## config.mk

```make
export PLATFORM = sky130hd
export DESIGN_NAME = sprite_rom_arbiter_flat
export DESIGN_NICKNAME = d
export VERILOG_FILES = /design/src/rtl/sprite_arb_pkg.sv /design/src/rtl/sprite_rom_arbiter_if.sv /design/src/rtl/sprite_rom_arbiter_rr_picker.sv /design/src/rtl/sprite_rom_arbiter.sv /design/src/flat_wrapper.sv
export SDC_FILE = /design/constraint.sdc
export NUM_CORES = 1
export LEC_CHECK = 0
export ABC_AREA = 1
export BUFFER_PORTS_ARGS = -buffer_cell sky130_fd_sc_hd__buf_4
export CAP_MARGIN = 20
export CORE_ASPECT_RATIO = 1.1
export CORE_MARGIN = 8
export CORE_UTILIZATION = 35
export CTS_CLUSTER_DIAMETER = 60
export DETAILED_ROUTE_END_ITERATION = 8
export GPL_TIMING_DRIVEN = 0
export SYNTH_ARGS = -nofsm -noshare
export SYNTH_HDL_FRONTEND = slang
export SYNTH_SLANG_ARGS = --single-unit
export TNS_END_PERCENT = 5
```

## constraint.sdc

```tcl
create_clock -name Clk -period 5.6 [get_ports Clk]
set_clock_uncertainty 0.15 [all_clocks]
set_input_delay 0.28 -clock Clk [delete_from_list [all_inputs] [get_ports Clk]]
set_output_delay 0.28 -clock Clk [all_outputs]
set_load 0.1 [all_outputs]
```

## src/rtl/sprite_arb_pkg.sv

```systemverilog
// sprite_arb_pkg: shared widths, tag struct and pointer-wrap helper for sprite_rom_arbiter (no ports)
package sprite_arb_pkg;
  localparam int SPRITE_ADDR_W = 16;
  localparam int SPRITE_DATA_W = 8;
  localparam int SPRITE_MAX_REQ = 8;
  localparam int IDX_W = $clog2(SPRITE_MAX_REQ);
  typedef logic [IDX_W-1:0] idx_t;
  typedef struct packed {
    logic valid;
    idx_t idx;
  } tag_t;
  function automatic idx_t wrap_inc(idx_t k, int n);
    return (int'(k) == n - 1) ? '0 : k + 1'b1;
  endfunction
endpackage

```

## src/rtl/sprite_rom_arbiter_if.sv

```systemverilog
// sprite_rom_arbiter_if: client bus (req, req_addr, gnt, rvalid, rdata), ROM port (rom_rd, rom_addr, rom_q) and busy; slave = arbiter, master = clients/ROM
interface sprite_rom_arbiter_if
  import sprite_arb_pkg::*;
#(
  parameter int N_REQ = 4,
  parameter int ADDR_W = SPRITE_ADDR_W,
  parameter int DATA_W = SPRITE_DATA_W
);
  logic [N_REQ-1:0] req;
  logic [N_REQ*ADDR_W-1:0] req_addr;
  logic [N_REQ-1:0] gnt;
  logic [N_REQ-1:0] rvalid;
  logic [DATA_W-1:0] rdata;
  logic rom_rd;
  logic [ADDR_W-1:0] rom_addr;
  logic [DATA_W-1:0] rom_q;
  logic busy;
  modport slave (
    input req, req_addr, rom_q,
    output gnt, rvalid, rdata, rom_rd, rom_addr, busy
  );
  modport master (
    output req, req_addr, rom_q,
    input gnt, rvalid, rdata, rom_rd, rom_addr, busy
  );
endinterface

```

## src/rtl/sprite_rom_arbiter_rr_picker.sv

```systemverilog
// rr_picker: combinational round-robin pick from ptr upward (ports: req, ptr in; one-hot gnt, encoded idx, any out)
module rr_picker
  import sprite_arb_pkg::*;
#(
  parameter int N_REQ = 4
) (
  input  logic [N_REQ-1:0] req,
  input  idx_t             ptr,
  output logic [N_REQ-1:0] gnt,
  output idx_t             idx,
  output logic             any
);
  always_comb begin
    int j;
    j = 0;
    gnt = '0;
    idx = '0;
    any = 1'b0;
    for (int i = N_REQ - 1; i >= 0; i--) begin
      j = int'(ptr) + i;
      j = (j >= N_REQ) ? j - N_REQ : j;
      if (req[j]) begin
        gnt = N_REQ'(1) << j;
        idx = idx_t'(j);
        any = 1'b1;
      end
    end
  end
endmodule

```

## src/rtl/sprite_rom_arbiter.sv

```systemverilog
// sprite_rom_arbiter: round-robin sharing of one sprite ROM read port (ports: Clk, Reset, bus slave: req/req_addr/gnt/rvalid/rdata/rom_rd/rom_addr/rom_q/busy); define SPRITE_ROM_ARB_PRIO0_EN to give client 0 absolute priority
module sprite_rom_arbiter
  import sprite_arb_pkg::*;
#(
  parameter int N_REQ = 4,
  parameter int ADDR_W = SPRITE_ADDR_W,
  parameter int DATA_W = SPRITE_DATA_W,
  parameter int ROM_LAT = 2
) (
  input logic Clk,
  input logic Reset,
  sprite_rom_arbiter_if.slave bus
);
`ifdef SPRITE_ROM_ARB_PRIO0_EN
  localparam bit PRIO0 = 1'b1;
`else
  localparam bit PRIO0 = 1'b0;
`endif
  logic [N_REQ-1:0] pick_gnt;
  idx_t pick_idx, ptr, k;
  logic pick_any, prio, fire, hit;
  tag_t tags [ROM_LAT];
  logic [DATA_W-1:0] rdata_q;
  rr_picker #(.N_REQ(N_REQ)) u_pick (
    .req(bus.req),
    .ptr(ptr),
    .gnt(pick_gnt),
    .idx(pick_idx),
    .any(pick_any)
  );
  always_comb begin
    prio = PRIO0 && bus.req[0];
    fire = !Reset && (prio || pick_any);
    k = prio ? '0 : pick_idx;
    bus.gnt = fire ? (prio ? N_REQ'(1) : pick_gnt) : '0;
    bus.rom_rd = fire;
    bus.rom_addr = fire ? bus.req_addr[k*ADDR_W +: ADDR_W] : '0;
    hit = !Reset && tags[ROM_LAT-1].valid;
    bus.rvalid = hit ? N_REQ'(1) << tags[ROM_LAT-1].idx : '0;
    bus.rdata = hit ? bus.rom_q : rdata_q;
    bus.busy = 1'b0;
    for (int i = 0; i < ROM_LAT; i++) bus.busy = bus.busy | tags[i].valid;
    bus.busy = bus.busy && !Reset;
  end
  always_ff @(posedge Clk) begin
    if (Reset) begin
      for (int i = 0; i < ROM_LAT; i++) tags[i] <= '0;
      ptr <= '0;
      rdata_q <= '0;
    end else begin
      tags[0] <= '{valid: fire, idx: k};
      for (int i = 1; i < ROM_LAT; i++) tags[i] <= tags[i-1];
      if (fire && !prio) ptr <= wrap_inc(k, N_REQ);
      if (hit) rdata_q <= bus.rom_q;
    end
  end
endmodule

```

## src/flat_wrapper.sv

```systemverilog
// flat-port wrapper written by rule: the top's interface ports become plain ports
module sprite_rom_arbiter_flat import sprite_arb_pkg::*;
#(
  parameter int N_REQ = 4,
  parameter int ADDR_W = SPRITE_ADDR_W,
  parameter int DATA_W = SPRITE_DATA_W,
  parameter int ROM_LAT = 2
)
  (Clk, Reset, bus_req, bus_req_addr, bus_rom_q, bus_gnt, bus_rvalid, bus_rdata, bus_rom_rd, bus_rom_addr, bus_busy);
  sprite_rom_arbiter_if #(.N_REQ(N_REQ), .ADDR_W(ADDR_W), .DATA_W(DATA_W)) bus_i ();
  input logic Clk;
  input logic Reset;
  input wire logic [$bits(bus_i.req)-1:0] bus_req;
  input wire logic [$bits(bus_i.req_addr)-1:0] bus_req_addr;
  input wire logic [$bits(bus_i.rom_q)-1:0] bus_rom_q;
  output wire logic [$bits(bus_i.gnt)-1:0] bus_gnt;
  output wire logic [$bits(bus_i.rvalid)-1:0] bus_rvalid;
  output wire logic [$bits(bus_i.rdata)-1:0] bus_rdata;
  output wire logic [$bits(bus_i.rom_rd)-1:0] bus_rom_rd;
  output wire logic [$bits(bus_i.rom_addr)-1:0] bus_rom_addr;
  output wire logic [$bits(bus_i.busy)-1:0] bus_busy;
  assign bus_i.req = bus_req;
  assign bus_i.req_addr = bus_req_addr;
  assign bus_i.rom_q = bus_rom_q;
  assign bus_gnt = bus_i.gnt;
  assign bus_rvalid = bus_i.rvalid;
  assign bus_rdata = bus_i.rdata;
  assign bus_rom_rd = bus_i.rom_rd;
  assign bus_rom_addr = bus_i.rom_addr;
  assign bus_busy = bus_i.busy;
  sprite_rom_arbiter #(.N_REQ(N_REQ), .ADDR_W(ADDR_W), .DATA_W(DATA_W), .ROM_LAT(ROM_LAT)) u_core (.Clk(Clk), .Reset(Reset), .bus(bus_i));
endmodule
```

After elaboration in Yosys (flattened, before gate mapping) --
Memories as Yosys holds them, arrays and structs flattened. Cells that the tools add are included.
Operators by class: $add $sub $neg 8, $lt $le $gt $ge 8, equality and inequality tests 1, shift-type cells 6, multiplexer cells 38, bitwise operators 3, reductions and logical operators 4
Operators by type and width (number):
- $lt 32x4->1 const B | 4
- $mux 32 | 4
- $shl 1x32->4 const A | 4
- $shiftx 64x8->16 | 1
- $ge 32x4->1 const B | 1
- $mux 4 | 8
- $sub 32x4->32 const B | 1
- $mux 16 | 1
- $mux 1 | 15
- $mux 3 | 5
- $sub 4x3->5 const B | 2
- $add 3x2->4 const B | 2
- $bmux 1 s2 | 4
- $ge 4x3->1 const B | 2
- $mux 8 | 1
- $add 3x1->4 const B | 1
- $shl 1x3->4 const A | 1
- $sub 3x3->4 const B | 1
- $add 3x1->3 const B | 1
- $eq 3x3->1 const B | 1
- $ge 3x3->1 const B | 1
- $logic_and 1x1->1 | 3
- $or 1x1->1 | 3
- $logic_not 1->1 | 1
Word-level totals: register bits after elaboration 11, bits in writable memories 8, input port bits 78, output and inout bits 34, logic and storage cells 71, memories 1
Memories:
- u_core.tags | words 2, width 4, read ports 2, clocked after Yosys merged registers in 0, wr ports 2, line sprite_rom_arbiter.sv:22 | tag_t tags [ROM_LAT];

Depth between registers and ports, before layout --
Gate-level depths: netlist of run 1.
word-level depth 12, mapped depth 16, depth with buffers taken out 14

By module --
A second synthesis of run 1 with hierarchy kept.
Unflattened totals: cells, all modules 426, area, all modules 2463.6 um^2
By module, submodules not included:
- sprite_rom_arbiter | times used 1, cells each 298, area each 1721.7 um^2, sequential area each 380.4 um^2
- rr_picker | times used 1, cells each 128, area each 742.0 um^2, sequential area each 0.0 um^2

Worst setup path before layout of run 1 --
OpenSTA, ideal clock, no wires.
kind input -> output, start point input bus_req[1], end point output bus_rom_addr[4], data arrival time 3.716 ns, data required time 5.170 ns, slack 1.454 ns, cell stages on the path 5, buffers on the path 1, cell sequence nor4_1 -> nor2_1 -> nand2_2 -> buf_4 -> a21oi_1
On the way: word-level cells in the longest chain between the ends 9, elaborated cells on any way between the ends 23, those cells by class 1 x shift; 21 x mux; 1 x reduce/logical
Ends and longest elaborated chain:
- start: declaration | line flat_wrapper.sv:13 | input wire logic [$bits(bus_i.req)-1:0] bus_req;
- $bmux 1 s2 | line sprite_rom_arbiter_rr_picker.sv:22 | if (req[j]) begin
- $mux 1 (not written as such) (2 in a row) | line sprite_rom_arbiter_rr_picker.sv:22
- $mux 1 (3 in a row) | line sprite_rom_arbiter_rr_picker.sv:22
- $mux 1 (*) | line sprite_rom_arbiter_rr_picker.sv:22
- $logic_and 1x1->1 (*) | line sprite_rom_arbiter.sv:33 | fire = !Reset && (prio || pick_any);
- named net bus_rom_rd | line flat_wrapper.sv:19 | output wire logic [$bits(bus_i.rom_rd)-1:0] bus_rom_rd;
- $mux 16 (*) | line sprite_rom_arbiter.sv:37 | bus.rom_addr = fire ? bus.req_addr[k*ADDR_W +: ADDR_W] : '0;
- end: declaration | line flat_wrapper.sv:20 | output wire logic [$bits(bus_i.rom_addr)-1:0] bus_rom_addr;
Mark *: on every way through the listed nets, which the timed path passes. The rest lies on a longest branch. The select of a mux whose other input is x is not followed.

Worst setup path after layout of run 1 --
start point register u_core.ptr[1], end point output bus_rom_addr[0]
On the way: word-level cells in the longest chain between the ends 12, elaborated cells on any way between the ends 38, those cells by class 7 x add/sub; 4 x order compare; 1 x shift; 25 x mux; 1 x reduce/logical
Ends and longest elaborated chain:
- start: declaration | line sprite_rom_arbiter.sv:20 | idx_t pick_idx, ptr, k;
- start signal: assignment | line sprite_rom_arbiter.sv:53 | if (fire && !prio) ptr <= wrap_inc(k, N_REQ);
- $add 3x2->4 | line sprite_rom_arbiter_rr_picker.sv:20 | j = int'(ptr) + i;
- $sub 32x4->32 / $ge 32x4->1 (equally long branches) | line sprite_rom_arbiter_rr_picker.sv:21 | j = (j >= N_REQ) ? j - N_REQ : j;
- $mux 32 | line sprite_rom_arbiter_rr_picker.sv:21
- $bmux 1 s2 | line sprite_rom_arbiter_rr_picker.sv:22
- $mux 1 (not written as such) (2 in a row) | line sprite_rom_arbiter_rr_picker.sv:22
- $mux 3 / $mux 1 (equally long branches) (4 in a row) | line sprite_rom_arbiter_rr_picker.sv:22
- $shiftx 64x8->16 / $logic_and 1x1->1 (equally long branches) | line sprite_rom_arbiter.sv:37, sprite_rom_arbiter.sv:33
- $mux 16 (*) | line sprite_rom_arbiter.sv:37
Every way passes the cells marked *; elsewhere a longest branch is shown, timed or not. The select of a mux whose other input is x is not followed.

==> flow_summary.yaml, run 1 <==
die:
  fp.dieW_um: 91.9
  die_h_um: 99.5
  row_count: 30
  coreArea_mm2: 0.00616
  dieArea_mm2: 0.00914
  start_util_pct: 36.0
  ioPinCount: 112
finish:
  antennaDiodeCount: 0
  syn_to_final_growth_pct: 44.1
  nets: 575
  layout-drive-gt1-share_pct: 32.2
  fin_util_pct: 51.9
  layout_common_cells: "115 x buf_4, 76 x inv_1, 65 x nand3_1"
  final_common_cell: "buf_4"
setup_path:
  reg2reg_from: "u_core.ptr[1]"
  startpoint_type: "flip-flop"
  critPathCapture: "bus_rom_addr[0]"
  rrSetupSlack_ns: 2.68
  r2r_cells: 13
  startpoint: "u_core.ptr[1]"
  crit_fanout: 10
  arrival_ns: 3.01
  reg2reg_to: "u_core.ptr[1]"
  critical_path_class: "flip-flop to primary output"
  worstPathRequired_ns: 5.17
  critPathCaptureType: "primary output"
synthesis:
  yosysWarnings: 0
  syn_avg_cell_area_um2: 5.99
  syn_inst: 370
  synth-seq-cells: 19
  ys.flop_type: "dfxtp_1"
  synth_nets: 459
  ys_types: 30
  ys_seq_area_share_pct: 17.2
  synth-edff-count: 0
  syn-cell-area_mm2: 0.00222
  async_flop_share_pct: 0
timing:
  drv_slew: 0
  finalSetupTns_ns: 0
  max_slew.worst_pin.slew_ns: 0.864
  setup_viol: 0
  fin_ws_ns: 2.16
  rsz0062_at_grt: "no"
  finalHoldViolations: 0
  period_minus_slack_ns: 3.44
  holdWs_ns: 0.180
  slew-limit-headroom_pct: 41.9
  period_share_pct: 61.5
  max_freq_ghz: 0.290
place:
  io_buffer_count: 111
  preCtsSetupSlack_ns: 2.41
  place_congestion: 0.874
  dp_hpwl_mm: 6.24
detailed_routing:
  drtIter0Drc: 119
  m1WireLength_mm: 3.14
  drc_errors: 0
  drt.antenna.violating_nets: 0
  routed_wl_mm: 7.43
  wire_per_inst_um: 13.2
  via_per_inst: 4.75
  met2_wirelength_mm: 3.51
  drt-pass1-iter-count: 6
  met3WireLength_um: 577
  dr_total_vias: 2685
  top_layer: "met4"
clock_tree:
  max-clock-path-buffers: 2
  cts-root-buf: "clkbuf_8"
  clk_latency_ns: 0.25
  cts_buffers: 3
  cts_num_sinks: 19
  cts_resized: 0
  htree_levels: 1
  clkTransAtPathRegs_ns: 0.06
  post-cts-setup-buffers: 0
  holdBufCountCts: 0
  cts_tree: "built"
outcome:
  status: "finished, final reports clean"
global_route:
  grt_pass1_vias: 2591
  antenna_found_initial: 0
  grt_pass1_wl_mm: 12.0
  grt_max_degree: 11
  overflow: 0
  grt.total_usage_pct: 15.4
run:
  cap_violations: 0
hold_path:
  hold_depth: 3
  min_path_type: "input port to flip-flop"
## Yosys cell counts (3+ instances only)
master    count  share of area (%)
inv_1        76                 13
nor4_1        5                1.4
dfxtp_1      19                 17
nand2_4       3                1.5
nand3b_1     16                5.4
buf_6         3                1.5
buf_2         6                1.4
a21oi_1      25                5.6
nand2_1      63                 11
a211oi_1      8                2.7
nand3_1      65                 15
buf_4         4                1.4
a21oi_2       9                3.6
ha_1         11                6.2
clkbuf_1      3               0.51
inv_4         4                1.1
o21ai_0       8                1.8
nand2_2       8                2.3
nor2_1       23                3.9
## cell families after synthesis
logic type      Yosys count  synth area share [%]
simple gates            186                  41.1
fa+ha+maj                11                  6.21
xor+xnor                  1                 0.395
compound gates           55                  16.1
buf+inv                  98                  19.1
flops                    19                  17.2
## per-layer routing
layer | up-vias | global-route usage [%]
li1 | 1412 | -
met1 | 1163 | 17.8
met4 | 0 | 5.33
met2 | 96 | 26.5
met5 | - | 0
met3 | 14 | 4.22
## state kept, by name, summed over array words and instances, names as in the netlist
| register | count |
|---|---|
| u_core.rdata_q | 8 |
| u_core.tags | 8 |
| u_core.ptr | 3 |
## worst max-delay path: stages, from the launching register on
cell and delay [ns]:
dfxtp_1 0.49, inv_1 0.27, ha_1 0.39, inv_1 0.07, nand3_2 0.10, nand2_4 0.08
inv_4 0.11, nand2_2 0.07, o2bb2ai_2 0.37, buf_4 0.25, nand3_1 0.13, a21oi_2 0.13
buf_4 0.30
## how the worst min path moves through the flow
| stage | startpoint | slack, ns | to |
|---|---|---|---|
| after CTS | Reset | 0.18 | u_core.ptr[1] |
| after global placement | u_core.tags[0][1] | 0.24 | u_core.tags[0][5] |
| after floorplan | u_core.tags[0][0] | 0.24 | u_core.tags[0][4] |
| final | bus_req[2] | 0.18 | u_core.tags[0][3] |
| after global routing | Reset | 0.20 | u_core.ptr[1] |
| after detailed placement | u_core.tags[0][1] | 0.25 | u_core.tags[0][5] |
## stage by stage
step,cell area (um^2),std cells
2_1_floorplan,2220,370
3_3_place_gp,3150,561
3_5_place_dp,3150,561
4_1_cts,3200,565
5_1_grt,3200,565
6_report,3200,565
## layout make-up
cell class | count | area [um^2]
fill | 676 | 2960
multi-input combinational | 253 | 1410
timing repair buffer | 111 | 833
sequential | 19 | 380
inverter | 81 | 314
buffer | 17 | 109
tap | 80 | 100
clock buffer | 4 | 45.0
Power of run 1 is not shown: default switching activity piles up to over one toggle a cycle in this logic, so the estimate is an artifact.
==> run 2: changes to the inputs <==
Settings changed: PLACE_DENSITY set to 0.67.
Clock period 5.6 ns to 3 ns, I/O delays scaled along.
==> flow_summary.yaml, run 2 (synthesis gave the netlist of run 1 again) <==
finish:
  layout.cells.non_filler: 571
  layout-drive-gt1-share_pct: 34.8
  nets: 581
  final_common_cell: "buf_4"
  fin_util_pct: 55.2
  multi_input_area_mm2: 0.00147
  top_regs: "u_core.rdata_q (8), u_core.tags (8), u_core.ptr (3)"
  fin_area_mm2: 0.00340
  syn_to_final_growth_pct: 53.4
  antennaDiodeCount: 0
  nFillCells: 630
  seq_area_um2: 388
  layout_common_cells: "105 x buf_4, 75 x inv_1, 65 x nand3_1"
die:
  fp.dieW_um: 91.9
  dieArea_mm2: 0.00914
  start_util_pct: 36.0
  row_count: 30
  ioPinCount: 112
  die_h_um: 99.5
  coreArea_mm2: 0.00616
place:
  place_congestion: 0.847
  io_buffer_count: 111
  dp_hpwl_mm: 6.09
  placed_area_mm2: 0.00317
  numPlacedInstances: 561
  preCtsSetupSlack_ns: -0.0703
clock_tree:
  cts_tree: "built"
  cts_buffers: 3
  cts-root-buf: "clkbuf_8"
  holdBufCountCts: 0
  clk_latency_ns: 0.25
  cts_num_sinks: 19
  clkTransAtPathRegs_ns: 0.06
  max-clock-path-buffers: 2
  htree_levels: 1
timing:
  period_share_pct: 96.8
  setup_viol: 0
  drv_slew: 0
  max_freq_ghz: 0.344
  slew-limit-headroom_pct: 45.9
  finalHoldViolations: 0
  fin_ws_ns: 0.0962
  max_slew.worst_pin.slew_ns: 0.804
  period_minus_slack_ns: 2.90
detailed_routing:
  drtIter0Drc: 104
  routed_wl_mm: 7.58
  dr_total_vias: 2728
  drc_errors: 0
  drt-pass1-iter-count: 4
  wire_per_inst_um: 13.3
  drt.antenna.violating_nets: 0
  via_per_inst: 4.78
outcome:
  status: "finished, final reports clean"
run:
  cap_violations: 0
setup_path:
  startpoint_type: "flip-flop"
  critPathCaptureType: "primary output"
  arrival_ns: 2.60
  crit_fanout: 10
  rrSetupSlack_ns: 0.49
  r2r_cells: 15
  worstPathRequired_ns: 2.70
  reg2reg_from: "u_core.ptr[0]"
  reg2reg_to: "u_core.ptr[1]"
  critical_path_class: "flip-flop to primary output"
hold_path:
  hold_depth: 4
  hold_start: "Reset"
  min_path_type: "input port to flip-flop"
  worstHoldEndpoint: "u_core.ptr[1]"
global_route:
  grt.met3_usage_pct: 4.82
  grt_pass1_wl_mm: 12.0
  met2_usage_pct: 26.4
  overflow: 0
  antenna_found_initial: 0
  busiest_layer: "met2"
  grt_max_degree: 11
  grt_pass1_vias: 2615
  use_met1_pct: 17.7
  grt.total_usage_pct: 15.4
## run 2: cell count changes in the layout (fill, tap and decap cells not counted), sizes merged
cell / previous run / this run
buf: 125 / 131
inv: 81 / 80
clkinvlp: 0 / 1
## run 2: cell type report
cell class	count	share of cell area, %
tap	80	2.94
inverter	81	9.35
timing repair buffer	117	28.1
clock buffer	4	1.32
multi-input combinational	253	43.2
sequential	19	11.4
buffer	17	3.64
## run 2: timing repair
| item | in CTS | in global routing |
|---|---|---|
| setup buffers | 1 | 5 |
| endpoints found under the setup margin | 16 | 16 |
| pin swaps | 2 | 3 |
| resized for setup | 21 | 13 |
## run 2: critical path, stage by stage, from the launching register on
cell	delay [ns]
dfxtp_4	0.36
buf_8	0.15
inv_4	0.11
ha_4	0.22
inv_1	0.08
nand3_2	0.11
nand2_4	0.12
inv_4	0.07
nand2_1	0.06
nand2_1	0.08
nand2_4	0.12
nand2_4	0.10
buf_6	0.16
nand2_1	0.06
nand3_1	0.07
a21oi_1	0.22
buf_6	0.26
## run 2: routing by layer
layer  wire length (um)  share of wire (%)
met1               3100                 41
met2               3690                 49
met3                607                8.0
met4                180                2.4
met5                  0                  0
## run 2: how the worst max path moves through the flow
stage | endpoint | slack [ns] | start
after floorplan | bus_rvalid[0] | -0.70 | u_core.tags[0][7]
after global placement | bus_rom_addr[0] | -0.06 | u_core.ptr[1]
after detailed placement | bus_rom_addr[0] | -0.07 | u_core.ptr[1]
after CTS | bus_rom_addr[12] | 0.005 | u_core.ptr[0]
after global routing | bus_rom_addr[7] | -0.03 | u_core.ptr[0]
final | bus_rom_addr[7] | 0.1 | u_core.ptr[0]
## run 2: per-stage QoR
step	hold WS (ns)	setup TNS [ns]
after global placement	0.241	-0.208
after CTS	0.0254	0
after global routing	0.0567	-0.0336
final	0.0265	0
after floorplan	0.149	-10.83
after detailed placement	0.246	-0.293
Power of run 2 is left out for the same reason.
==> run 3: changes to the inputs <==
Settings changed: MAX_ROUTING_LAYER set to met4.
==> flow_summary.yaml, run 3 (synthesis gave the netlist of run 1 again) <==
timing:
  max_slew.worst_pin.slew_ns: 0.803
  period_share_pct: 96.4
  fin_ws_ns: 0.108
  slew-limit-headroom_pct: 45.9
  finalHoldViolations: 0
  drv_slew: 0
  max_freq_ghz: 0.346
  holdWs_ns: 0.0264
  period_minus_slack_ns: 2.89
  finalSetupTns_ns: 0
  setup_viol: 0
die:
  dieArea_mm2: 0.00914
  fp.dieW_um: 91.9
  die_h_um: 99.5
  ioPinCount: 112
  start_util_pct: 36.0
  coreArea_mm2: 0.00616
  row_count: 30
finish:
  antennaDiodeCount: 0
  layout.cells.non_filler: 571
  syn_to_final_growth_pct: 53.4
  layout_common_cells: "105 x buf_4, 75 x inv_1, 65 x nand3_1"
  final_common_cell: "buf_4"
  nets: 581
  top_regs: "u_core.rdata_q (8), u_core.tags (8), u_core.ptr (3)"
  nFillCells: 630
  layout-drive-gt1-share_pct: 34.8
detailed_routing:
  drc_errors: 0
  dr_total_vias: 2730
  via_per_inst: 4.78
  drtIter0Drc: 107
  drt-pass1-iter-count: 4
  routed_wl_mm: 7.59
  drt.antenna.violating_nets: 0
  wire_per_inst_um: 13.3
setup_path:
  arrival_ns: 2.59
  startpoint_type: "flip-flop"
  crit_fanout: 10
  reg2reg_from: "u_core.ptr[0]"
  startpoint: "u_core.ptr[0]"
  critical_path_class: "flip-flop to primary output"
  worstPathRequired_ns: 2.70
  critPathCaptureType: "primary output"
run:
  cap_violations: 0
clock_tree:
  holdBufCountCts: 0
  clkTransAtPathRegs_ns: 0.06
  cts_buffers: 3
  max-clock-path-buffers: 2
  cts_num_sinks: 19
  cts_tree: "built"
  htree_levels: 1
  cts-root-buf: "clkbuf_8"
  clk_latency_ns: 0.25
hold_path:
  hold_start: "Reset"
  min_path_type: "input port to flip-flop"
place:
  io_buffer_count: 111
  preCtsSetupSlack_ns: -0.0703
  place_congestion: 0.860
  numPlacedInstances: 561
  dp_hpwl_mm: 6.09
outcome:
  status: "finished, final reports clean"
global_route:
  grt_pass1_vias: 2623
  antenna_found_initial: 0
  grt_pass1_wl_mm: 12.0
  grt.total_usage_pct: 15.9
  grt_max_degree: 11
  overflow: 0
## run 3: what timing repair did
action | 4_1_cts | 5_1_grt
endpoints found under the setup margin | 16 | 16
setup buffers | 1 | 5
gates resized for setup | 21 | 13
hold endpoints to repair | 0 | 0
pin swaps | 2 | 3
## run 3: critical path, stage by stage, from the launching register on
cell     delay (ns)
dfxtp_4        0.36
buf_8          0.15
inv_4          0.11
ha_4           0.22
inv_1          0.08
nand3_2        0.11
nand2_4        0.12
inv_4          0.07
nand2_1        0.06
nand2_1        0.08
nand2_4        0.12
nand2_4        0.09
buf_6          0.16
nand2_1        0.06
nand3_1        0.07
a21oi_1        0.21
buf_6          0.26
## run 3: cell type report
type | count | area (um^2) | area share [%]
buffer | 17 | 124 | 3.64
sequential | 19 | 388 | 11.4
tap | 80 | 100 | 2.94
timing repair buffer | 117 | 957 | 28.1
multi-input combinational | 253 | 1470 | 43.2
clock buffer | 4 | 45.0 | 1.32
inverter | 81 | 318 | 9.35
## run 3: metal layers
metal  routed length, um  track usage (%)  share of wire (%)
met3                 424             2.79                5.6
met4                 180             4.84                2.4
met2                3710             26.4                 49
met1                3280             18.9                 43
met5                   0                -                  0
## run 3: worst paths after layout
kind | to | slack, ns | depth (start not counted)
worst max-delay path | bus_rom_addr[7] | 0.11 | 16
worst min-delay path | u_core.ptr[1] | 0.03 | 4
worst max register to register | u_core.ptr[1] | 0.49 | 14
worst min register to register | u_core.tags[0][6] | 0.25 | 2
## run 3: through the flow
| step | instance area [um^2] | utilization, % |
|---|---|---|
| final | 3400 | 55.2 |
| after global routing | 3400 | 55.2 |
| after CTS | 3310 | 53.7 |
| after detailed placement | 3170 | 51.5 |
| after floorplan | 2230 | - |
| after global placement | 3170 | 51.5 |
Power of run 3 is left out for the same reason.
